===== src/rtl/mem_byte_seq_pkg.sv =====
// Shared constants for the byte-serial memory sequencer: bus command codes,
// access size codes, FSM state encoding and the byte-count helper.
package mem_byte_seq_pkg;

    localparam logic [1:0] RwNone  = 2'b00;
    localparam logic [1:0] RwLoad  = 2'b01;
    localparam logic [1:0] RwStore = 2'b10;

    localparam logic [1:0] SizeB = 2'b00;
    localparam logic [1:0] SizeH = 2'b01;
    localparam logic [1:0] SizeW = 2'b10;

    localparam logic        Enable   = 1'b1;
    localparam logic [31:0] ZeroWord = 32'h0000_0000;
    localparam logic [7:0]  ZeroByte = 8'h00;

    typedef enum logic [1:0] {
        StIdle = 2'b00,
        StRun  = 2'b01,
        StDone = 2'b10
    } state_t;

    // Size code 11 is treated as a full word.
    function automatic logic [2:0] byte_count(input logic [1:0] size);
        case (size)
            SizeB:   byte_count = 3'd1;
            SizeH:   byte_count = 3'd2;
            default: byte_count = 3'd4;
        endcase
    endfunction

endpackage


===== src/rtl/mem_byte_seq_load_ext.sv =====
// Sign/zero extender for assembled little-endian load bytes.
module mem_byte_seq_load_ext
    import mem_byte_seq_pkg::*;
(
    input  logic [31:0] bytes,
    input  logic [1:0]  size,
    input  logic        is_signed,
    output logic [31:0] result
);

    always_comb begin
        result = bytes;
        case (size)
            SizeB:   result = {{24{is_signed & bytes[7]}}, bytes[7:0]};
            SizeH:   result = {{16{is_signed & bytes[15]}}, bytes[15:0]};
            default: result = bytes;
        endcase
    end

endmodule


===== src/rtl/mem_byte_seq.sv =====
// Turns one 8/16/32-bit load or store into a little-endian run of single-byte
// bus cycles; loads collect the byte returned one cycle after each address.
module mem_byte_seq
    import mem_byte_seq_pkg::*;
#(
    parameter int ADDR_W = 32,
    parameter int DATA_W = 32
) (
    input  logic              clk,
    input  logic              rst,
    input  logic              req_valid,
    input  logic [1:0]        req_rw,
    input  logic [ADDR_W-1:0] req_addr,
    input  logic [1:0]        req_size,
    input  logic              req_signed,
    input  logic [DATA_W-1:0] req_wdata,
    output logic              busy,
    output logic              done,
    output logic [DATA_W-1:0] rdata,
    output logic [1:0]        rw_to_ctrl,
    output logic [ADDR_W-1:0] addr_to_ctrl,
    output logic [7:0]        data_to_ctrl,
    input  logic [7:0]        data_from_ctrl
);

    state_t            state_q, state_d;
    logic [2:0]        cnt_q, cnt_d;
    logic [1:0]        op_q;
    logic [ADDR_W-1:0] base_q;
    logic [1:0]        size_q;
    logic              signed_q;
    logic [DATA_W-1:0] wdata_q;
    logic [DATA_W-1:0] bytes_q, cap_bytes, ext_out, rdata_d;
    logic [1:0]        rw_d;
    logic [ADDR_W-1:0] addr_d;
    logic [7:0]        data_d;
    logic [2:0]        n;
    logic [1:0]        cap_idx;
    logic              accept;

    assign accept  = req_valid && (req_rw == RwLoad || req_rw == RwStore);
    assign n       = byte_count(size_q);
    assign cap_idx = cnt_q[1:0] - 2'd1;
    assign done    = (state_q == StDone);
    assign busy    = (state_q == StRun) || (state_q == StIdle && accept);

    // The byte on data_from_ctrl belongs to the address driven one cycle earlier.
    always_comb begin
        cap_bytes = bytes_q;
        if (state_q == StRun && op_q == RwLoad && cnt_q != 3'd0)
            cap_bytes[{cap_idx, 3'b000} +: 8] = data_from_ctrl;
    end

    mem_byte_seq_load_ext u_load_ext (
        .bytes     (cap_bytes),
        .size      (size_q),
        .is_signed (signed_q),
        .result    (ext_out)
    );

    always_comb begin
        state_d = state_q;
        cnt_d   = cnt_q;
        rw_d    = rw_to_ctrl;
        addr_d  = addr_to_ctrl;
        data_d  = data_to_ctrl;
        rdata_d = rdata;
        case (state_q)
            StIdle: begin
                rw_d = RwNone;
                if (accept) begin
                    state_d = StRun;
                    cnt_d   = 3'd0;
                    rw_d    = req_rw;
                    addr_d  = req_addr;
                    data_d  = (req_rw == RwStore) ? req_wdata[7:0] : ZeroByte;
                end
            end
            StRun: begin
                cnt_d = cnt_q + 3'd1;
                if (op_q == RwStore) begin
                    if (cnt_q == n - 3'd1) begin
                        state_d = StDone;
                        rw_d    = RwNone;
                        data_d  = ZeroByte;
                    end else begin
                        addr_d = base_q + ADDR_W'(cnt_d);
                        data_d = wdata_q[{cnt_d[1:0], 3'b000} +: 8];
                    end
                end else begin
                    // Loads need one extra cycle to catch the last returned byte.
                    if (cnt_q == n) begin
                        state_d = StDone;
                        rdata_d = ext_out;
                    end else if (cnt_q == n - 3'd1) begin
                        rw_d = RwNone;
                    end else begin
                        addr_d = base_q + ADDR_W'(cnt_d);
                    end
                end
            end
            StDone: begin
                state_d = StIdle;
                rw_d    = RwNone;
            end
            default: begin
                state_d = StIdle;
                rw_d    = RwNone;
            end
        endcase
    end

    always_ff @(posedge clk) begin
        if (rst == Enable) begin
            state_q      <= StIdle;
            cnt_q        <= 3'd0;
            rw_to_ctrl   <= RwNone;
            addr_to_ctrl <= '0;
            data_to_ctrl <= ZeroByte;
            rdata        <= ZeroWord;
            bytes_q      <= ZeroWord;
            op_q         <= RwNone;
            base_q       <= '0;
            size_q       <= SizeB;
            signed_q     <= 1'b0;
            wdata_q      <= ZeroWord;
        end else begin
            state_q      <= state_d;
            cnt_q        <= cnt_d;
            rw_to_ctrl   <= rw_d;
            addr_to_ctrl <= addr_d;
            data_to_ctrl <= data_d;
            rdata        <= rdata_d;
            bytes_q      <= cap_bytes;
            if (state_q == StIdle && accept) begin
                op_q     <= req_rw;
                base_q   <= req_addr;
                size_q   <= req_size;
                signed_q <= req_signed;
                wdata_q  <= req_wdata;
            end
        end
    end

endmodule


===== config.mk =====
export PLATFORM = sky130hd
export DESIGN_NAME = mem_byte_seq
export DESIGN_NICKNAME = d
export VERILOG_FILES = /design/src/rtl/mem_byte_seq_pkg.sv /design/src/rtl/mem_byte_seq_load_ext.sv /design/src/rtl/mem_byte_seq.sv
export SDC_FILE = /design/constraint.sdc
export NUM_CORES = 1
export LEC_CHECK = 0
export CAP_MARGIN = 40
export CORE_ASPECT_RATIO = 0.8
export CORE_MARGIN = 1.5
export CORE_UTILIZATION = 55
export CTS_CLUSTER_DIAMETER = 40
export DETAILED_ROUTE_END_ITERATION = 10
export PLACE_DENSITY = 0.89
export SLEW_MARGIN = 25
export SYNTH_ARGS = -nofsm -noshare
export SYNTH_HDL_FRONTEND = slang
export SYNTH_SLANG_ARGS = --single-unit

===== constraint.sdc =====
create_clock -name clk -period 5.85 [get_ports clk]
set_clock_uncertainty 0.1 [all_clocks]
set_input_delay 0.585 -clock clk [delete_from_list [all_inputs] [get_ports clk]]
set_output_delay 0.585 -clock clk [all_outputs]
set_load 0.01 [all_outputs]

## After elaboration in Yosys (flattened, before gate mapping)

Index checks and enable logic that the tools add are counted.

- Bits in registers: 180
- Input bits: 80
- Word-level logic and storage cells: 78

- Add/subtract/negate cells: 5
- Equality and inequality tests: 14
- Shift operators: 3
- Multiplexer cells: 26
- Bitwise logic cells: 3
- Reductions and logical operators: 15

Operators by type and width:

| kind | number |
|---|---|
| $mux 32 | 5 |
| $pmux 32 s2 | 2 |
| $add 32x3->32 | 1 |
| $bwmux 32 | 1 |
| $mux 8 | 4 |
| $shift 8x7->32 const A | 1 |
| $shiftx 32x6->8 | 1 |
| $shiftx 8x7->32 | 1 |
| $mux 2 | 8 |
| $pmux 8 s2 | 1 |
| $pmux 3 s2 | 2 |
| $reduce_and 3->1 | 4 |
| $eq 2x1->1 const B | 4 |
| $pmux 2 s2 | 2 |
| $neg 5->7 | 1 |
| $eq 2x2->1 const B | 3 |
| $eq 3x3->1 | 2 |
| $logic_and 1x1->1 | 4 |
| $logic_not 2->1 | 2 |
| $add 3x1->3 const B | 1 |
| $mux 3 | 1 |
| $ne 3x1->1 const B | 1 |
| $ne 3x2->1 const B | 1 |
| $ne 3x3->1 const B | 1 |
| 10 further kinds | 12 |

## Logic depth before layout (Yosys ltp)

Gate-level depths: netlist (run 1).

- Word-level depth: 8
- Gate-level depth with buffers: 14
- Depth with buffers taken out: 10

## Hierarchy

From an unflattened synthesis (run 1), not the netlist that was laid out.

- Cell total of the unflattened synthesis: 1,059
- Area, all modules: 8,255.4 sq um

Modules (own cells, without submodules):

| module | instances | cells each | area an instance (sq um) | sequential area each (sq um) |
|---|---|---|---|---|
| mem_byte_seq | 1 | 993 | 7,870.0 | 3,603.5 |
| mem_byte_seq_load_ext | 1 | 66 | 385.4 | 0.0 |

## Worst setup path after synthesis (run 1)

Ideal clock, no wire load.

- Kind: register to register
- From: reg cnt_q[0]
- To: reg addr_to_ctrl[26]
- Arrival: 3.496 ns
- Data required time: 5.628 ns
- Setup slack: 2.132 ns
- Stages on the path, launching flop included: 15
- Cell sequence: dfxtp_1 -> buf_2 -> clkbuf_1 -> inv_1 -> ha_1 -> buf_2 -> inv_1 -> fa_1 -> nor2b_1 -> o2111ai_1 -> clkbuf_1 -> nor4b_1 -> xnor2_1 -> nor4_1 -> a221o_1

- Word-level cells in the longest chain between the ends: 6
- Elaborated cells between the ends (all ways): 10
- Those cells by class: 2 x add/sub; 3 x eq/ne; 4 x mux; 1 x reduce/logical

RTL lines:

| item | line | text |
|---|---|---|
| start: declaration | mem_byte_seq.sv:27 | `logic [2:0] cnt_q, cnt_d;` |
| start signal: assignment | mem_byte_seq.sv:129 | `cnt_q <= cnt_d;` |
| $add 3x1->3 | mem_byte_seq.sv:80 | `cnt_d = cnt_q + 3'd1;` |
| $add 32x3->32 | mem_byte_seq.sv:87, mem_byte_seq.sv:98 |  |
| $mux 32 | mem_byte_seq.sv:82, mem_byte_seq.sv:95 |  |
| $mux 32 | mem_byte_seq.sv:92 | `if (cnt_q == n) begin` |
| $mux 32 | mem_byte_seq.sv:81 | `if (op_q == RwStore) begin` |
| $pmux 32 s2 | mem_byte_seq.sv:68 | `case (state_q)` |
| end signal: assignment | mem_byte_seq.sv:131 | `addr_to_ctrl <= addr_d;` |
| end: declaration | mem_byte_seq.sv:21 | `output logic [ADDR_W-1:0] addr_to_ctrl,` |

Several ways; a longest one is shown, not always the timed one. The select of a mux whose other input is x is not followed.
A chain may end at the register's enable or synchronous reset.

## Final worst setup path (run 1)

- From: in req_rw[0]
- To: out busy

- Word-level cells in the longest chain between the ends: 5
- Elaborated cells between the ends (all ways): 6
- Those cells by class: 2 x eq/ne; 4 x reduce/logical

RTL lines:

| item | line | text |
|---|---|---|
| start: declaration | mem_byte_seq.sv:12 | `input logic [1:0] req_rw,` |
| $eq 2x1->1 or $eq 2x2->1 (tied branches) | mem_byte_seq.sv:41 | `assign accept = req_valid && (req_rw == RwLoad \|\| req_rw == RwStore);` |
| $logic_or 1x1->1 * | mem_byte_seq.sv:41 |  |
| $logic_and 1x1->1 * | mem_byte_seq.sv:41 |  |
| $logic_and 1x1->1 * | mem_byte_seq.sv:45 | `assign busy = (state_q == StRun) \|\| (state_q == StIdle && accept);` |
| $logic_or 1x1->1 * | mem_byte_seq.sv:45 |  |
| end: declaration | mem_byte_seq.sv:17 | `output logic busy,` |

Mark *: on every way between the ends. The rest lies on a longest branch, timed or not.

==> flow_summary.yaml, run 1 <==
clock_network:
  path_clk_slew_ps: 60
  cts_setup_buffers: 0
  cts_max_level: 4
  cts-root-buf: "clkbuf_16"
  clock_latency_ps: 440
  cts_hold_buf: 0
  cts_made_buffers: 17
  cts_max_path_buffers: 2
  clkSinkCount: 180
  post_cts_resized: 0
  tritoncts: "yes"
timing:
  hold_viol_final: 0
  setup_viol: 0
  slew_headroom_pct: 47.61
  tightestPinTransition_ps: 785.8
  fmax_mhz: 252.9
  tns_ps: 0
  finalMaxSlewViolations: 0
  finalCriticalPeriod_ps: 3954
  rsz0062_at_grt: "no"
  finalCritPeriodShare_pct: 67.58
die:
  rows: 39
  dieArea_um2: 15450
  core_um2: 14300
  dieWidth_um: 138.6
  die_h_um: 111.5
  io_pins: 156
  initial_utilization_pct: 56.57
grt:
  antenna_found_initial: 0
  track_usage_pct: 28.60
  grt.overflow.total: 0
  grt_pass1_vias: 7100
  grt_pass1_wl_um: 36050
  grt_max_degree: 85
detailed_routing:
  routed_wl_um: 22080
  dr.first_iter.drc_count: 775
  vias_per_cell: 5.887
  ant_nets: 0
  wire_per_inst_um: 17.12
  num_vias: 7594
  first_pass_iters: 6
  drc_errors: 0
place:
  placed_cell_area_um2: 9711
  hpwl_um: 14140
  io_buffer_count: 155
  gp_congestion: 0.8559
  placedCellCount: 1256
pwr:
  p_total_mw: 2.966
  p_leak_nw: 3.570
  peakVddDrop_uv: 238.5
  powerDensity_nw_per_um2: 286.8
synthesis:
  yosys.area.top_type_share_pct: 44.55
  synth_area_um2: 8088
  ys_seq_area_share_pct: 44.55
  ys_ff_latch: 180
  ys_warn_count: 0
  synthCells: 979
  synth_nets: 1069
  ys.flop_type: "dfxtp_1"
  synth_edf_count: 0
  avgSynthCellArea_um2: 8.261
  yosys.area.top_type: "dfxtp_1"
  ys_types: 65
  ys_top_cells_by_area: "dfxtp_1 45%, a21oi_1 8.8%, nand2_1 8.3%"
  async_reset_ff_share_pct: 0
job:
  drv_cap: 0
worst_setup_path:
  worstPathArrival_ps: 3270
  worst-endpoint-required_ps: 5160
  startpoint_type: "primary input"
  end_kind: "output pin"
  worstPathMaxFanout: 75
  critPathKind: "primary input to output pin"
layout:
  instances_no_fill: 1290
  final_nets: 1183
  fillers: 1037
  multi_input_area_um2: 4121
  regArea_um2: 3603
  drive_gt1_share_pct: 7.685
  n_antenna_cell: 0
  area_growth_pct: 27.91
  final_util_pct: 72.35
  stdcell_area_um2: 10340
min_path:
  worstHoldPathType: "register to register"
outcome:
  status: "completed"
-- through the flow --
step           hold WS (ps)  setup WS (ps)
6_report              354.4           1896
5_1_grt               370.2           1790
4_1_cts               354.8           1910
3_5_place_dp          345.0           1910
3_3_place_gp          340.2           1935
2_1_floorplan         333.1           2132
-- layer usage --
metal  share of wire, %  GRT usage [%]
met5                  0              0
met4                1.9          9.754
met3                7.9          6.452
met2                 46          44.51
met1                 45          39.45
-- cell families after synthesis --
group	synth area share, %
and+or+nand+nor	23.90
AOI/OAI and AO/OA	19.35
DFF	44.55
buffers and inverters	4.718
xor gates and xnor gates	3.357
muxes	2.475
adders and majority gates	1.640
-- cells in the mapped netlist (4+ instances only) --
library cell    n
nand2b_1       28
nand2_1       179
a211oi_1       20
nor4_1          9
and2_1          4
nor2b_1         5
nor3_1         31
nor2_1         94
ha_1            9
a211o_1        15
nand3_1        26
xnor2_1        19
and3_1          4
mux4_2          8
inv_1           8
a21oi_1       142
xor2_1         12
buf_6           5
o221a_2         8
clkbuf_1       52
o21ai_0        26
dfxtp_1       180
o211ai_1        6
a22oi_1         9
nand4_1         7
buf_2          11
buf_1           6
and4_1          5
-- cells in the final DEF, fill, tap and decap left out, types with 3 or more instances in the layout --
master             n
a21oi_1          142
buf_4             11
nor3_1            30
xor2_1            12
o211ai_1           6
and2_1             4
dfxtp_1          180
nor4b_2            4
a211oi_1          20
ha_1               9
nor2b_1            4
o21ai_0           26
a21o_1             3
xnor2_1           19
nand2_1          179
nand3_1           26
and4_1             5
clkbuf_16         17
nand4_1            7
clkinv_4           4
and3_1             4
o221a_2            8
mux4_2             8
a22oi_1            9
a211o_1           15
clkinvlp_4         5
nor4_1             9
nand2b_1          28
clkdlybuf4s50_1  154
a221o_1            3
nor2_1            94
inv_1              8
-- sequential cells by signal, indices dropped and copies added, names as in the netlist --
name	flops
state_q	2
base_q	32
data_to_ctrl	8
signed_q	1
rdata	32
rw_to_ctrl	2
size_q	2
op_q	2
cnt_q	3
addr_to_ctrl	32
bytes_q	32
wdata_q	32
-- area by class of cell --
class                   count  area share, %
well taps                 184          2.225
clock buffers              19          4.378
inverters                   8         0.2903
flip-flops and latches    180          34.83
repair buffers            172          16.98
multi-input cells         714          39.84
clock inverters            13          1.451
-- worst paths after layout --
| path | startpoint | endpoint | slack, ps | cells after the start |
|---|---|---|---|---|
| worst max-delay path | req_rw[0] | busy | 1900 | 7 |
| worst min-delay path | rw_to_ctrl[0]$_SDFFE_PP0P_ | rw_to_ctrl[0]$_SDFFE_PP0P_ | 350 | 2 |
| worst max register to register | cnt_q[1]$_SDFFE_PP0P_ | addr_to_ctrl[24]$_SDFFE_PP0P_ | 2180 | 11 |
| worst min register to register | rw_to_ctrl[0]$_SDFFE_PP0P_ | rw_to_ctrl[0]$_SDFFE_PP0P_ | 350 | 2 |
-- critical path, stage by stage --
cell and delay, ps:
clkdlybuf4s50_1 470, inv_1 40, ha_1 320, or4b_2 630, buf_4 400, nand2_1 230
clkdlybuf4s50_1 570
-- where the power goes --
part / switching [mW] / internal, mW
clock network: 0.508 / 0.656
registers: 0.0502 / 1.29
logic: 0.248 / 0.215
Power figures use the tool's default switching activity.
==> run 2: changes to the inputs <==
CORE_UTILIZATION = 52   (was 55)
PLACE_DENSITY = 0.85   (was 0.89)
clock period = 3.8 ns   (was 5.85 ns; I/O delays follow)
==> run 2 against run 1 <==
Against the previous run:
- worst setup slack got worse by 1400 ps
- cell count rose by 2.0%
- die area increased by 5.6%
- sequential power rose by 54%
- critical path depth up 4
- core utilization decreased by 3.8 points
- hold slack worse by 67 ps
- clock-buffer cell count grew 1
- global-route usage fell by 1.8 points
- clock power rose by 64%
- critical path type is now register to register
- total power rose by 57%
- non-clock buffer count did not move
- largest cell class unchanged
==> flow_summary.yaml, run 2 (synthesized netlist as in run 1, its figures left out) <==
worst_setup_path:
  rr_worst_depth: 11
  crit_top_cell: "inv_1"
  startpoint_type: "register"
  crit_buf_inv: 3
  worstPathMaxFanout: 13
  crit_path_top_delay_cell: "dfxtp_1"
  r2r_end: "addr_to_ctrl[24]$_SDFFE_PP0P_"
  r2r_start: "cnt_q[1]$_SDFFE_PP0P_"
  r2r_slack_ps: 470
  end_kind: "register"
  crit_end: "addr_to_ctrl[24]$_SDFFE_PP0P_"
  worstPathCellList: "inv_1 > ha_1 > inv_1 > fa_1 > nor2b_1 > o2111ai_1 > buf_4 > nor4_4 > xnor2_1 > a2111oi_2 > a21o_1"
  worst-endpoint-required_ps: 4080
  critPathKind: "register to register"
  max_stage_delay_ps: 580
  startpoint: "cnt_q[1]$_SDFFE_PP0P_"
  worstPathArrival_ps: 3600
  crit_family: "adder cells"
  crit_cells: 11
clock_network:
  clkSinkCount: 180
  cts_setup_buffers: 0
  post_cts_resized: 0
  cts_hold_buf: 0
  cts_max_path_buffers: 2
  cts_made_buffers: 17
  clock_latency_ps: 430
  tritoncts: "yes"
  cts-root-buf: "clkbuf_16"
  path_clk_slew_ps: 70
  cts_max_level: 4
pwr:
  swShare_pct: 25.74
  internal_power_mw: 3.462
  p_leak_nw: 3.583
  clock_power_share_pct: 40.8
  powerDensity_nw_per_um2: 449.8
  switching_power_mw: 1.200
  seqPwrFrac_pct: 44.2
  combPwrFrac_pct: 15.0
  p_total_mw: 4.662
  peakVddDrop_uv: 315.7
timing:
  tightestPinTransition_ps: 772.1
  setup_slack_ps: 472.3
  finalCriticalPeriod_ps: 3328
  slew_headroom_pct: 48.53
  finalMaxSlewViolations: 0
  tns_ps: 0
  hold_viol_final: 0
  rsz0062_at_grt: "no"
  fmax_mhz: 300.5
  finalCritPeriodShare_pct: 87.57
  setup_viol: 0
detailed_routing:
  vias_per_cell: 5.676
  routed_wl_um: 21560
  dr.first_iter.drc_count: 829
  wire_per_inst_um: 16.38
  ant_nets: 0
  drc_errors: 0
  first_pass_iters: 5
  num_vias: 7470
min_path:
  worstHoldPathType: "primary input to register"
place:
  post-place-ws_ps: 546.7
  hpwl_um: 14050
  placed_cell_area_um2: 9722
  io_buffer_count: 155
  gp_congestion: 0.8248
grt:
  met3_usage_pct: 6.315
  grt_pass1_wl_um: 34670
  use_met1_pct: 36.50
  antenna_found_initial: 0
  grt_use_met2_pct: 41.50
  grt_max_degree: 75
  top_usage_layer: "met2"
  grt_pass1_vias: 7024
  track_usage_pct: 26.78
  grt.overflow.total: 0
layout:
  final_common_cell: "dfxtp_1"
  final_cell_mix: "180 x dfxtp_1, 179 x nand2_1, 154 x clkdlybuf4s50_1"
  final_nets: 1183
  drive_gt1_share_pct: 7.685
  area_growth_pct: 28.14
  fillers: 1197
  stdcell_area_um2: 10360
  n_antenna_cell: 0
die:
  rows: 40
  dieArea_um2: 16320
  io_pins: 156
  core_um2: 15110
  dieWidth_um: 142.4
  initial_utilization_pct: 53.51
  die_h_um: 114.5
job:
  drv_cap: 0
outcome:
  status: "completed"
run 2: changes by cell type in the layout (fill, tap and decap cells not counted), sizes merged:
cell      change
bufinv        +2
clkinvlp      -2
clkbuf        +1
clkinv        -1
run 2: through the flow:
stage / hold WS, ps / instances / utilization, %
after floorplan: 333.1 / 979 / -
after CTS: 284.1 / 1316 / 68.57
after global placement: 338.6 / 1282 / 64.04
after global routing: 301.0 / 1316 / 68.57
final: 287.1 / 1316 / 68.57
after detailed placement: 347.2 / 1284 / 64.32
run 2: worst min-delay path by stage:
stage | start | endpoint | slack, ps | cells after the start
2_1_floorplan | wdata_q[0]$_SDFFE_PP0P_ | wdata_q[0]$_SDFFE_PP0P_ | 330 | 2
5_1_grt | rst | addr_to_ctrl[22]$_SDFFE_PP0P_ | 300 | 2
6_report | rst | addr_to_ctrl[27]$_SDFFE_PP0P_ | 290 | 2
3_5_place_dp | wdata_q[13]$_SDFFE_PP0P_ | wdata_q[13]$_SDFFE_PP0P_ | 350 | 2
4_1_cts | rst | base_q[16]$_SDFFE_PP0P_ | 280 | 2
3_3_place_gp | wdata_q[19]$_SDFFE_PP0P_ | wdata_q[19]$_SDFFE_PP0P_ | 340 | 2
run 2: worst register-to-register path, cell delays in order, from the launching register on:
cell       delay [ps]
dfxtp_1           580
inv_1             120
ha_1              350
inv_1             100
fa_1              440
nor2b_1           210
o2111ai_1         140
buf_4             220
nor4_4            320
xnor2_1           140
a2111oi_2         430
a21o_1            140
run 2: cell type report:
cell class	instances	area (um^2)	share of cell area, %
multi-input cells	714	4121	39.77
clock inverters	12	175.2	1.690
clock buffers	20	466.7	4.503
well taps	210	262.8	2.535
inverters	8	30.03	0.2897
flip-flops and latches	180	3603	34.77
repair buffers	172	1704	16.44
run 2: per-layer routing:
metal | up-vias | routed length, um
li1 | 3640 | -
met4 | 0 | 465
met1 | 3483 | 9725
met2 | 302 | 9746
met5 | - | 0
met3 | 45 | 1619
run 2: power groups by stage:
stage | registers, mW | clock network [mW] | logic [mW]
finish | 2.06 | 1.90 | 0.699
global route | 2.07 | 2.00 | 0.757
CTS | 2.06 | 1.91 | 0.695
detailed placement | 2.10 | 0 | 0.689
global placement | 2.10 | 0 | 0.667
floorplan | 2.11 | 0 | 0.376
==> run 3: changes to the inputs <==
CTS_CLUSTER_SIZE = 40   (was not set)
==> results of run 3 <==
The final DEF is identical to that of run 2; final timing and power are the same.
